`src/rtl/serial_sub_pkg.sv`:
```
// Shared definitions for the bit-serial subtract controller.
//   state_t    : controller FSM encoding (IDLE/RUN/DONE)
//   WIDTH_MIN/WIDTH_MAX : legal operand width range
//   cnt_width  : bit-counter width for a given operand width
package serial_sub_pkg;

    typedef enum logic [1:0] {
        IDLE = 2'd0,
        RUN  = 2'd1,
        DONE = 2'd2
    } state_t;

    localparam int unsigned WIDTH_MIN = 2;
    localparam int unsigned WIDTH_MAX = 32;

    // Counter only needs to reach WIDTH-1; keep at least one bit.
    function automatic int unsigned cnt_width(input int unsigned w);
        return (w < 2) ? 1 : $clog2(w);
    endfunction

endpackage

```
`src/rtl/full_subtractor.sv`:
```
// One-bit full subtractor cell: diff = a - b - bin, bout = borrow out.
//   a, b, bin : operand bits and borrow in
//   diff      : difference bit
//   bout      : borrow out
module full_subtractor (
    input  logic a,
    input  logic b,
    input  logic bin,
    output logic diff,
    output logic bout
);

    assign diff = a ^ b ^ bin;
    // Borrow when b exceeds a, or when they are equal and a borrow arrives.
    assign bout = (~a & b) | (~(a ^ b) & bin);

endmodule

```
`src/rtl/serial_subtractor_ctrl.sv`:
```
// Bit-serial WIDTH-bit subtract controller: diff = a - b - bin, LSB first, one bit per
// cycle through a single shared full_subtractor cell.
//   clk, rst             : clock (rising edge), asynchronous active-high reset
//   in_valid / in_ready  : operand handshake; a, b, bin sampled on accept
//   out_valid / out_ready: result handshake; diff, bout held until accepted
//   busy                 : high while an operation is in RUN or DONE
module serial_subtractor_ctrl
    import serial_sub_pkg::*;
#(
    parameter int unsigned WIDTH = 8
) (
    input  logic             clk,
    input  logic             rst,
    input  logic             in_valid,
    output logic             in_ready,
    input  logic [WIDTH-1:0] a,
    input  logic [WIDTH-1:0] b,
    input  logic             bin,
    output logic             out_valid,
    input  logic             out_ready,
    output logic [WIDTH-1:0] diff,
    output logic             bout,
    output logic             busy
);

    localparam int unsigned     CNT_W    = cnt_width(WIDTH);
    localparam logic [CNT_W-1:0] CNT_LAST = CNT_W'(WIDTH - 1);

    if (WIDTH < WIDTH_MIN || WIDTH > WIDTH_MAX) begin : g_bad_width
        $error("serial_subtractor_ctrl: WIDTH out of range");
    end

    state_t           r_state;
    logic [WIDTH-1:0] r_a_sh;
    logic [WIDTH-1:0] r_b_sh;
    logic [WIDTH-1:0] r_res_sh;
    logic             r_brw;
    logic [CNT_W-1:0] r_cnt;

    logic             w_d_bit;
    logic             w_bout;

    full_subtractor u_full_subtractor (
        .a    (r_a_sh[0]),
        .b    (r_b_sh[0]),
        .bin  (r_brw),
        .diff (w_d_bit),
        .bout (w_bout)
    );

    always_ff @(posedge clk or posedge rst) begin
        if (rst) begin
            r_state   <= IDLE;
            r_a_sh    <= '0;
            r_b_sh    <= '0;
            r_res_sh  <= '0;
            r_brw     <= 1'b0;
            r_cnt     <= '0;
            in_ready  <= 1'b1;
            out_valid <= 1'b0;
            diff      <= '0;
            bout      <= 1'b0;
            busy      <= 1'b0;
        end else begin
            case (r_state)
                IDLE: begin
                    if (in_valid && in_ready) begin
                        r_a_sh   <= a;
                        r_b_sh   <= b;
                        r_brw    <= bin;
                        r_cnt    <= '0;
                        r_state  <= RUN;
                        in_ready <= 1'b0;
                        busy     <= 1'b1;
                    end
                end
                RUN: begin
                    r_res_sh <= {w_d_bit, r_res_sh[WIDTH-1:1]};
                    r_a_sh   <= {1'b0, r_a_sh[WIDTH-1:1]};
                    r_b_sh   <= {1'b0, r_b_sh[WIDTH-1:1]};
                    r_brw    <= w_bout;
                    // Counter parks at the last index instead of wrapping.
                    if (r_cnt == CNT_LAST) begin
                        r_state <= DONE;
                    end else begin
                        r_cnt <= r_cnt + 1'b1;
                    end
                end
                DONE: begin
                    // First DONE cycle publishes the result; later cycles wait for the sink.
                    if (!out_valid) begin
                        out_valid <= 1'b1;
                        diff      <= r_res_sh;
                        bout      <= r_brw;
                    end else if (out_ready) begin
                        out_valid <= 1'b0;
                        in_ready  <= 1'b1;
                        busy      <= 1'b0;
                        r_state   <= IDLE;
                    end
                end
                default: begin
                    r_state   <= IDLE;
                    in_ready  <= 1'b1;
                    out_valid <= 1'b0;
                    busy      <= 1'b0;
                end
            endcase
        end
    end

endmodule

```
`config.mk`:
```
export PLATFORM = sky130hd
export DESIGN_NAME = serial_subtractor_ctrl
export DESIGN_NICKNAME = d
export VERILOG_FILES = /design/src/rtl/serial_sub_pkg.sv /design/src/rtl/full_subtractor.sv /design/src/rtl/serial_subtractor_ctrl.sv
export SDC_FILE = /design/constraint.sdc
export NUM_CORES = 1
export LEC_CHECK = 0
export CAP_MARGIN = 0
export CORE_MARGIN = 8
export CORE_UTILIZATION = 52
export DETAILED_ROUTE_END_ITERATION = 8
export PLACE_DENSITY = 0.83
export SLEW_MARGIN = 0
export SYNTH_ARGS = -nofsm -noshare
export SYNTH_HDL_FRONTEND = slang
export SYNTH_HIERARCHICAL = 1
export SYNTH_SLANG_ARGS = --single-unit
```
`constraint.sdc`:
```
create_clock -name clk -period 1.9 [get_ports clk]
set_input_delay 0.38 -clock clk [delete_from_list [all_inputs] [get_ports clk]]
set_output_delay 0.38 -clock clk [all_outputs]
set_load 0.05 [all_outputs]
```
Word-level counts from Yosys, hierarchy flattened
Index checks and enable logic that the tools add are counted.
{"block": "word_totals", "register_bits": 42, "latchBits": 0, "mem_bits_rw": 0, "mem_bits_ro": 0, "inputBits": 21, "out_inout_bits": 12, "wordCells": 63, "n_memories": 0}
{"block": "op_classes", "n_addsub": 1, "n_mul": 0, "div_mod_pow": 0, "order_cmp": 0, "eq_ne": 8, "shifts": 0, "n_mux": 25, "bitwise": 9, "n_reduce_logical": 9}
{"operator": "8-bit one-hot mux with 2 select lines", "count": 2}
{"operator": "8-bit two-way mux", "count": 2}
{"operator": "2-bit inequality test (second input constant)", "count": 5}
{"operator": "1-bit two-way mux", "count": 9}
{"operator": "2-bit two-way mux", "count": 4}
{"operator": "4-bit AND reduction", "count": 2}
{"operator": "3-bit two-way mux", "count": 2}
{"operator": "1-bit one-hot mux with 3 select lines", "count": 2}
{"operator": "2-bit one-hot mux with 3 select lines", "count": 1}
{"operator": "3-bit one-hot mux with 2 select lines", "count": 1}
{"operator": "1-bit NOT", "count": 4}
{"operator": "1-bit one-hot mux with 2 select lines", "count": 2}
{"operator": "2-bit AND reduction", "count": 2}
{"operator": "3-bit by 1-bit adder with 3-bit output (second input constant)", "count": 1}
{"operator": "3-bit == test (second input constant)", "count": 1}
{"operator": "3-bit AND reduction", "count": 1}
{"operator": "1-bit AND", "count": 2}
{"operator": "2-bit by 1-bit == test with 1-bit output (second input constant)", "count": 1}
{"operator": "2-bit == test (second input constant)", "count": 1}
{"operator": "2-bit logical NOT", "count": 1}
{"operator": "2-bit nonzero test", "count": 1}
{"operator": "2-bit OR reduction", "count": 1}
{"operator": "1-bit XOR", "count": 2}
{"operator": "1-bit logical AND", "count": 1}
{"operator": "1-bit bitwise OR", "count": 1}

Depth between registers and ports, before layout
Gate-level depths: netlist of the first run.
{"block": "logic_depth", "depth_word": 5, "ltp_mapped": 6, "depth_no_buf": 5}

By module
The synthesis of the first run kept the hierarchy.
{"mod": "serial_subtractor_ctrl", "n_inst": 1, "cells_each": 150, "area_per_inst_um2": 1951.9}
{"mod": "full_subtractor", "n_inst": 1, "cells_each": 4, "area_per_inst_um2": 31.3}

Least setup slack after synthesis of the first run
No wires, ideal clock.
{"block": "synth_path", "path_type": "reg-to-reg", "startpoint": "register in_ready", "endpoint": "register r_cnt[0]", "arrival_ns": 1.404, "required_time_ns": 1.779, "path_slack_ns": 0.375, "stages_incl_launch_ff": 5, "cell_sequence": "dfstp_2 > a21oi_2 > or2_4 > buf_6 > a22o_1"}
{"block": "synth_between", "elab_chain_cells": 3}
{"item": "start: declaration", "line": "serial_subtractor_ctrl.sv:15", "source": "output logic in_ready,"}
{"item": "start signal: assignment", "line": "serial_subtractor_ctrl.sv:59", "source": "in_ready <= 1'b1;"}
{"item": "start signal: assignment", "line": "serial_subtractor_ctrl.sv:73", "source": "in_ready <= 1'b0;"}
{"item": "start signal: assignment", "line": "serial_subtractor_ctrl.sv:97", "source": "in_ready <= 1'b1;"}
{"item": "1-bit logical AND", "line": "serial_subtractor_ctrl.sv:67", "source": "if (in_valid && in_ready) begin"}
{"item": "2-bit inequality test (no line)"}
{"item": "3-bit AND reduction (no line)"}
{"item": "end signal: assignment", "line": "serial_subtractor_ctrl.sv:86", "source": "r_cnt <= r_cnt + 1'b1;"}
{"item": "end: declaration", "line": "serial_subtractor_ctrl.sv:38", "source": "logic [CNT_W-1:0] r_cnt;"}
Every way passes these cells.
A chain may end at the register's enable or synchronous reset.

Worst setup path after layout of the first run
{"block": "layout_path", "startpoint": "register diff[0]", "endpoint": "output port diff[0]"}
{"item": "start: declaration", "line": "serial_subtractor_ctrl.sv:21", "source": "output logic [WIDTH-1:0] diff,"}
{"item": "start signal: assignment", "line": "serial_subtractor_ctrl.sv:93", "source": "diff <= r_res_sh;"}
No word-level cell between the ends.

==> results of run 1 <==
[flip-flops by register name, summed over array words and instances, names as in the netlist]
| name | count |
|---|---|
| r_cnt | 3 |
| r_state | 2 |
| diff | 8 |
| in_ready | 1 |
| out_valid | 1 |
| busy | 1 |
| r_res_sh | 8 |
| bout | 1 |
| r_a_sh | 8 |
| r_b_sh | 8 |
| r_brw | 1 |
[area by class of cell]
type                    count  area [sq um]  share of cell area (%)
inverters                   5          18.8                   0.788
flip-flops and latches     42          1050                    44.2
clock inverters             1          5.00                   0.210
clock buffers               7          86.3                    3.63
repair buffers             36           360                    15.1
multi-input cells          96           798                    33.5
well taps                  48          60.1                    2.52
[kinds of logic after synthesis]
| group | Yosys count | synth area share [%] |
|---|---|---|
| buffers and inverters | 16 | 6.69 |
| adder cells (fa/ha/maj) | 3 | 2.27 |
| flip-flops | 42 | 53.1 |
| multiplexers | 34 | 20.8 |
| AND/OR/NAND/NOR | 13 | 3.85 |
| AO/OA/AOI/OAI | 46 | 13.3 |
[layout by cell type, fill, tap and decap left out, types with 2 or more instances in the layout]
| cell type | synthesis | routed |
|---|---|---|
| dfrtp_1 | 41 | 41 |
| clkdlybuf4s50_1 | 0 | 27 |
| o21ai_0 | 26 | 26 |
| mux2i_1 | 15 | 15 |
| mux2_4 | 13 | 13 |
| o21ai_1 | 7 | 7 |
| mux2_2 | 6 | 6 |
| a22o_1 | 6 | 6 |
| clkbuf_8 | 0 | 6 |
| buf_4 | 1 | 6 |
| inv_1 | 5 | 5 |
| nor2_1 | 4 | 4 |
| a21oi_1 | 4 | 4 |
| nand2_1 | 4 | 4 |
| ha_1 | 2 | 2 |
| dlymetal6s2s_1 | 0 | 2 |
[final timing paths]
check	start	endpoint	slack, ns
hold / removal	rst	diff[6]	0.45
setup / recovery	diff[0]	diff[0]	0.06
max in group asynchronous	rst	in_ready	1.19
setup reg to reg	r_state[1]	r_res_sh[6]	0.40
hold reg to reg	r_res_sh[0]	diff[0]	0.50
min in group clk	r_res_sh[0]	diff[0]	0.50
[power groups by stage]
stage | Combinational, W | Clock (W) | Sequential [W]
2_1_floorplan | 0.000974 | 0 | 0.00171
3_3_place_gp | 0.00139 | 0 | 0.00150
3_5_place_dp | 0.00146 | 0 | 0.00154
4_1_cts | 0.00146 | 0.000606 | 0.00152
5_1_grt | 0.00159 | 0.000643 | 0.00157
6_report | 0.00144 | 0.000586 | 0.00152
[cell usage after synthesis]
| cell | count | area (sq um) |
|---|---|---|
| dfrtp_1 | 41 | 1030 |
| o21ai_0 | 26 | 130 |
| mux2i_1 | 15 | 150 |
| mux2_4 | 13 | 195 |
| o21ai_1 | 7 | 35.0 |
| a22o_1 | 6 | 52.6 |
| mux2_2 | 6 | 67.6 |
| inv_1 | 5 | 18.8 |
| a21oi_1 | 4 | 20.0 |
| buf_6 | 4 | 45.0 |
| nand2_1 | 4 | 15.0 |
| nor2_1 | 4 | 15.0 |
| clkbuf_1 | 3 | 11.3 |
| buf_8 | 2 | 30.0 |
| ha_1 | 2 | 25.0 |
| a21o_1 | 1 | 7.51 |
| a21oi_2 | 1 | 8.76 |
| buf_12 | 1 | 20.0 |
| buf_4 | 1 | 7.51 |
| dfstp_2 | 1 | 26.3 |
| fa_1 | 1 | 20.0 |
| nand2b_1 | 1 | 6.26 |
| nand2b_4 | 1 | 13.8 |
| nor3_1 | 1 | 5.00 |
| nor3b_2 | 1 | 12.5 |
| o21ba_2 | 1 | 10.0 |
| or2_4 | 1 | 8.76 |
[metrics by stage]
| stage | utilization, % | power [W] | setup WS, ns |
|---|---|---|---|
| floorplan | - | 0.00268 | 0.375 |
| global placement | 62.4 | 0.00289 | 0.247 |
| detailed placement | 62.4 | 0.00300 | 0.212 |
| CTS | 64.9 | 0.00359 | 0.0263 |
| global route | 65.0 | 0.00380 | 0.00355 |
| finish | 65.0 | 0.00354 | 0.0561 |
[tightest hold or removal path: stages]
cell             delay, ns
clkdlybuf4s50_1       0.39
inv_1                 0.10
buf_12                0.24
[per-layer routing]
layer	GRT usage [%]	vias up
li1	-	603
met1	15.1	623
met2	20.6	37
met3	5.30	9
met4	6.60	0
met5	0	-
==> results.tsv, run 1 <==
stage	metric	value	unit
global_route	grt_max_degree	43	
timing	fmax	542	MHz
timing	slew_violations	0	
clock_tree	clkTransAtPathRegs	0.07	ns
global_route	grt_overflow	0	
die	ios	33	
yosys	synthesis.nets	178	
layout	n_fill_cell	311	
critical_path	arrival	1.46	ns
detailed_routing	met3RoutedLength	242	um
job	maxCapViolations	0	
detailed_routing	drc	0	
die	die-width	77.8	um
global_route	antenna_found_initial	0	
clock_tree	cts_setup_buffers	0	
power	switchingPower	0.00129	W
yosys	ys_seq_area_share	53.1	%
clock_tree	cts.sinks	42	
detailed_routing	routed_wl	3620	um
critical_path	critical_path_depth	1	
power	pwr-share-clk	16.6	%
die	core	3660	sq um
critical_path	cp_max_fo	2	
die	die_h	77.8	um
critical_path	criticalPathCategory	reg2out	
layout	num_antenna_cells	0	
critical_path	required	1.52	ns
timing	hold_viol_final	0	
layout	nets	210	
timing	whs	0.446	ns
yosys	ys_ff_latch	42	
clock_tree	post_cts_resized	0	
timing	rsz0062_at_grt	false	
detailed_routing	drtAntennaViolNets	0	
timing	min_period	1.84	ns
die	start_util	54.2	%
detailed_routing	dr_wl_met2	1690	um
power	p_seq_share	42.9	%
placement	gp_congestion	0.722	
detailed_routing	viasPerCell	5.41	
layout	layout-drive-gt1-share	20.9	%
yosys	syn_inst	154	
die	dieArea	6050	sq um
placement	io_buffers	32	
detailed_routing	drt-met1-wl	1610	um
timing	timing.final.crit_share	97.0	%
detailed_routing	drt_iter0_drc	53	
clock_tree	cts_tree	done	
global_route	grt_pass1_wl	6420	um
layout	finalNonFillerCells	235	
power	ir_worst_vdd	926	uV
clock_tree	clk_latency	0.29	ns
power	cell_internal_pwr	0.00225	W
timing	setup_viol	0	
clock_tree	cts_root_buffer	clkbuf_8	
timing	setup-tns-final	0	ns
critical_path	end_kind	output port	
status	status	finished, final reports clean	
global_route	grt.total_usage	13.1	%
clock_tree	h-tree-depth	2	
critical_path	start_kind	flip-flop	
detailed_routing	via_count	1272	
timing	skew	0.00383	ns
placement	placed_area	2280	sq um
critical_path	crit_chain	clkdlybuf4s50_1	
critical_path	path_buf_inv	1	
detailed_routing	post_drt_wl_per_cell	15.4	um
timing	slew_headroom	65.7	%
placement	hpwlAfterDp	2600	um
yosys	ys_types	27	
clock_tree	cts_inserted_buffers	5	
layout	area_delta_synth_final	20.1	%
critical_path	worstRegToRegCells	2	
layout	postLayoutCellArea	2380	sq um
power	p_comb_share	40.6	%
critical_path	critPathMaxStageDelay	0.81	ns
yosys	avgSynthCellArea	12.9	sq um
critical_path	cp_top_family	buffers and inverters	
detailed_routing	firstDrtPassIters	4	
power	cellPowerDensity	1490	nW/um^2
critical_path	crit_slowest_cell	clkdlybuf4s50_1	
clock_tree	clock_path_buffers	2	
detailed_routing	top_layer	met4	
die	num_rows	22	
power	p_leak	1.16	nW
global_route	grt_pass1_vias	1370	
yosys	yosys_warnings	6	
yosys	syn_area	1980	sq um
clock_tree	cts_hold_buf	0	
timing	worst_pin_slew	0.514	ns
power	switching_share	36.5	%
placement	dp_cells	227	
hold_path	hp-class	in2async	
(Power assumes the default switching activity.)
==> run 2: changes to the inputs <==
--- a/config.mk
+++ b/config.mk
@@ -7,11 +7,10 @@
 export LEC_CHECK = 0
 export CAP_MARGIN = 0
 export CORE_MARGIN = 8
-export CORE_UTILIZATION = 52
+export CORE_UTILIZATION = 51
 export DETAILED_ROUTE_END_ITERATION = 8
 export PLACE_DENSITY = 0.83
-export SLEW_MARGIN = 0
+export SLEW_MARGIN = 20
 export SYNTH_ARGS = -nofsm -noshare
 export SYNTH_HDL_FRONTEND = slang
-export SYNTH_HIERARCHICAL = 1
 export SYNTH_SLANG_ARGS = --single-unit
==> constraint.sdc (replaced) <==
create_clock -name clk -period 1.9 [get_ports clk]
set_input_delay 0.285 -clock clk [delete_from_list [all_inputs] [get_ports clk]]
set_output_delay 0.285 -clock clk [all_outputs]
set_load 0.05 [all_outputs]
==> results.tsv, run 2 <==
stage	metric	value	unit
status	status	finished, final reports clean	
die	core	3390	sq um
yosys	ys_top_cells_by_count	45 x nand2_1, 41 x dfrtp_1, 13 x mux2i_1, 13 x o21ai_1, 10 x mux2_2	
layout	ff_latch_area	1050	sq um
die	die_h	75.7	um
clock_tree	clkTransAtPathRegs	0.12	ns
critical_path	critPathMaxStageDelay	0.82	ns
layout	n_fill_cell	273	
layout	multiInputGateArea	676	sq um
critical_path	criticalPathCategory	reg2out	
critical_path	rr_startpoint	r_cnt[0]	
critical_path	cp_top_family	buffers and inverters	
timing	timing.final.crit_share	96.8	%
critical_path	start_kind	flip-flop	
critical_path	worstRegToRegCells	5	
yosys	synthTopCellsByArea	dfrtp_1 56%, nand2_1 9.3%, mux2i_1 7.2%	
critical_path	rrSetupSlack	0.29	ns
power	fin_total_pwr	0.00151	W
detailed_routing	drtAntennaViolNets	0	
timing	rsz0062_at_grt	false	
clock_tree	cts.sinks	42	
critical_path	r2r_end	r_cnt[0]	
yosys	syn_inst	162	
critical_path	end_kind	output port	
detailed_routing	drc	0	
detailed_routing	post_drt_wl_per_cell	14.6	um
detailed_routing	viasPerCell	5.10	
critical_path	critical_path_depth	1	
critical_path	path_buf_inv	1	
layout	layout-drive-gt1-share	13.1	%
timing	setup_viol	0	
global_route	grt_pass1_vias	1319	
yosys	synth.largest_area_cell	dfrtp_1	
placement	gp_congestion	0.706	
timing	slew_violations	0	
layout	nets	221	
die	dieArea	5730	sq um
detailed_routing	via_count	1245	
clock_tree	cts_setup_buffers	0	
global_route	grt_max_degree	43	
power	ir_worst_vdd	633	uV
critical_path	crit_chain	clkdlybuf4s50_1	
yosys	ys_ff_latch	42	
timing	skew	0.0151	ns
clock_tree	clock_path_buffers	2	
yosys	yosys_warnings	0	
power	pwr-share-clk	36.4	%
yosys	ys_seq_area_share	57.9	%
die	start_util	53.6	%
global_route	grt_pass1_wl	5910	um
critical_path	arrival	1.55	ns
yosys	syn_area	1820	sq um
timing	min_period	1.84	ns
timing	fmax	544	MHz
placement	io_buffers	32	
critical_path	required	1.62	ns
timing	whs	0.284	ns
yosys	async_flop_share	100	%
placement	hpwlAfterDp	2520	um
die	num_rows	21	
power	switching_share	19.6	%
power	p_comb_share	4.4	%
clock_tree	cts_root_buffer	clkbuf_4	
critical_path	crit_slowest_cell	clkdlybuf4s50_1	
clock_tree	clk_latency	0.35	ns
clock_tree	cts_tree	done	
clock_tree	cts_inserted_buffers	5	
layout	finish.utilization	66.9	%
detailed_routing	firstDrtPassIters	4	
layout	final_cell_mix	45 x nand2_1, 41 x dfrtp_1, 29 x clkdlybuf4s50_1, 13 x mux2i_1, 13 x o21ai_1	
detailed_routing	drt_iter0_drc	110	
global_route	grt_overflow	0	
yosys	yosysMostFrequentCell	nand2_1	
timing	worst_pin_slew	0.512	ns
yosys	ys_types	27	
power	p_seq_share	59.2	%
hold_path	hp-class	in2async	
power	p_leak	1.00	nW
clock_tree	h-tree-depth	2	
yosys	synth_top_area_share	56.4	%
layout	area_delta_synth_final	24.8	%
timing	setup-tns-final	0	ns
power	cell_internal_pwr	0.00121	W
die	die-width	75.7	um
global_route	grt.total_usage	13.8	%
power	cellPowerDensity	666	nW/um^2
yosys	synth_ff_type	dfrtp_1	
yosys	synth_enable_flop_cells	0	
global_route	antenna_found_initial	0	
timing	hold_viol_final	0	
yosys	synthesis.nets	186	
yosys	avgSynthCellArea	11.2	sq um
layout	num_antenna_cells	0	
detailed_routing	routed_wl	3560	um
timing	slew_headroom	65.8	%
critical_path	cp_max_fo	2	
job	maxCapViolations	0	
power	switchingPower	0.000296	W
layout	final_common_cell	nand2_1	
die	ios	33	
[run 2: changes by cell type after synthesis, sizes merged, moves of 2 or more]
cell | previous run | this run
a22o | 6 | 3
o21ai | 33 | 16
mux2i | 15 | 13
nand2 | 4 | 45
mux2 | 19 | 10
a21oi | 5 | 1
nor2b | 0 | 2
[run 2: metal layers]
layer,vias up,track usage (%),part of all wire [%]
met5,-,0,0
met2,23,23.5,52
met4,0,5.12,1.5
met3,6,5.53,5.1
met1,606,15.2,41
li1,610,-,-
[run 2: cells by family after synthesis]
group	count (synthesis)	synth area share, %
muxes	23	13.4
adders and majority gates	3	2.48
DFF	42	57.9
AOI/OAI and AO/OA	24	7.91
and+or+nand+nor	55	13.3
buffers and inverters	15	5.09
[run 2: area by class of cell]
cell class,instances,share of cell area [%]
flip-flops and latches,42,46.4
clock inverters,1,1.32
inverters,6,0.993
well taps,46,2.54
multi-input cells,105,29.8
repair buffers,37,17.0
clock buffers,7,1.99
[run 2: through the flow]
stage / cells / area [sq um] / setup WS [ns]
3_5_place_dp: 236 / 2190 / 0.230
2_1_floorplan: 162 / 1820 / 0.398
5_1_grt: 244 / 2270 / 0.00912
6_report: 244 / 2270 / 0.0610
4_1_cts: 244 / 2260 / 0.00708
3_3_place_gp: 236 / 2190 / 0.281
[run 2: power groups by stage]
stage	Sequential [W]	Combinational [W]	Clock (W)
after global placement	0.000911	0.0000666	0
after detailed placement	0.000911	0.0000676	0
after CTS	0.000894	0.0000681	0.000566
after floorplan	0.000911	0.0000153	0
final	0.000894	0.0000664	0.000550
after global routing	0.000894	0.0000727	0.000608
[run 2: repair_timing]
item	4_1_cts	5_1_grt
resized for setup	0	2
hold buffers	0	0
setup endpoints to repair	0	2
[run 2: how the worst max path moves through the flow]
stage	end	from	slack, ns
final	bout	bout	0.06
after global routing	bout	bout	0.009
after CTS	out_valid	out_valid	0.007
after detailed placement	r_b_sh[2]	in_valid	0.23
after global placement	r_b_sh[6]	in_valid	0.28
after floorplan	r_a_sh[0]	in_ready	0.40
[run 2: tightest hold or removal path, stage by stage]
cell	delay [ns]
clkdlybuf4s50_1	0.40
inv_1	0.09
buf_12	0.24
==> variant: new RTL, config.mk and constraints of run 2 <==
`WIDTH`: 8 -> 6.
--- a/src/rtl/serial_subtractor_ctrl.sv
+++ b/src/rtl/serial_subtractor_ctrl.sv
@@ -9,3 +9,3 @@
 #(
-    parameter int unsigned WIDTH = 8
+    parameter int unsigned WIDTH = 6
 ) (
Ports: changed (resized a, b and diff); port bits go from 33 to 27. The function was not compared with the original's and may differ.
==> variant against run 2 <==
  * Non-clock buffer count decreased by 6
  * Area after synthesis decreased by 15%
  * Sequential cell count decreased by 8
  * Synthesized cell count decreased by 12%
  * Via count decreased by 9.4%
  * Register-to-register slack got worse by 0.04 ns
  * Worst setup slack improved by 0.056 ns
  * Final area decreased by 17%
  * Count of clock-buffer cells in the layout increased by 1
  * Routed wire length decreased by 14%
  * Clock skew decreased by 0.0042 ns
Power is not compared: it rests on default switching activity, and its combinational part moved more than twofold at a synthesized area within 25%.
==> variant: results <==
[placement]
port_buffers = 26
dp_slack_ns = 0.207
place_area_um2 = 1830
gp_congestion = 0.758
hpwl_mm = 2.25

[synthesis]
ys_seq_area_frac = 0.552
async_flop_share = 1.00
netlist_top_cells_count = dfrtp_1 (33), nand2_1 (22), o21ai_1 (16), mux2i_1 (11), o21ai_0 (9)
synthMuxAreaShare = 0.122
synth.distinct_cells = 30
synthAdderAreaFrac = 0.0292
synth-compound-area-share = 0.135
synth.area.top_cells = dfrtp_1 (53%), mux2i_1 (7.1%), nand2_1 (5.3%), o21ai_1 (5.2%), mux2_1 (5.1%)
synth_xor_area_frac = 0
yosysWarnings = 0
syn_nets = 162

[worst_setup_path]
critPathArrivalTime_ns = 1.50
cp_slowest_cell = clkdlybuf4s50_1
reg2regPathDepth = 3
cp_max_fo = 2
cp_slowest_stage_delay_ns = 0.81
critical_path.top_delay_family = buffers and inverters

[sta]
worst_pin_slew_ns = 0.570
skew_ns = 0.0110

[outcome]
status = complete, no violations

[drt]
wire_per_inst_um = 14.8
drt_iter0_drc = 52
viasPerCell = 5.48
drtPass1Iterations = 4

[clocking]
clk_pin_slew_worst_paths_ns = 0.10
clk_latency_ns = 0.33
clk_path_buf_depth = 2
postCtsSetupBuffers = 0
cts_buffers = 5
clockRootBuffer = clkbuf_4
htreeDepth = 2
cts_resized = 0

[grt]
grt_pass1_vias = 1149
grt_usage = 0.130
gr-total-overflow = 0
grt_first_pass_wirelength_mm = 5.17
grt_max_degree = 35
antenna_found_initial = 0

[final_layout]
antenna_cells = 0
nNetsFinal = 192
drive_above_1_share = 0.0809

[power]
peakVddDrop_v = 0.000707
leakagePower_nw = 0.913

[min_path]
hold_class = in -> async
## variant: metal layers
layer	global-route usage	wire, µm	vias up
li1	-	-	550
met1	0.141	1330	545
met2	0.222	1510	29
met3	0.0579	177	4
met4	0.0346	29	0
met5	0	0	-
## variant: area by class of cell
cell class	instances	area, µm²
inverter	6	22.5
tap	33	41.3
multi-input combinational	94	626
timing repair buffer	31	293
fill	246	1090
clock buffer	8	48.8
sequential	34	852
## variant: worst paths after layout
check                            from  slack, ns        end
setup / recovery                 busy       0.12       busy
hold / removal                    rst       0.34      r_brw
setup reg to reg           r_state[1]       0.25  r_b_sh[3]
hold reg to reg               diff[3]       0.49    diff[3]
max in group asynchronous         rst       1.24   in_ready
min in group clk              diff[3]       0.49    diff[3]
## variant: cell families (layout without fill, tap and decap cells)
family,count (synthesis),after routing
AO/OA/AOI/OAI,37,37
flip-flops,34,34
multiplexers,18,18
AND/OR/NAND/NOR,36,36
adder cells (fa/ha/maj),3,3
buffers and inverters,14,45
## variant: metrics by stage
step           hold WS (ns)  std cells
2_1_floorplan         0.357        142
3_3_place_gp          0.463        198
3_5_place_dp          0.476        198
4_1_cts               0.340        206
5_1_grt               0.365        206
6_report              0.337        206
## variant: where the power goes
group | internal (mW) | leakage (nW) | switching (mW)
registers | 1.02 | 0.437 | 0.214
logic | 0.483 | 0.450 | 0.682
clock network | 0.147 | 0.0265 | 0.226
total | 1.65 | 0.913 | 1.12
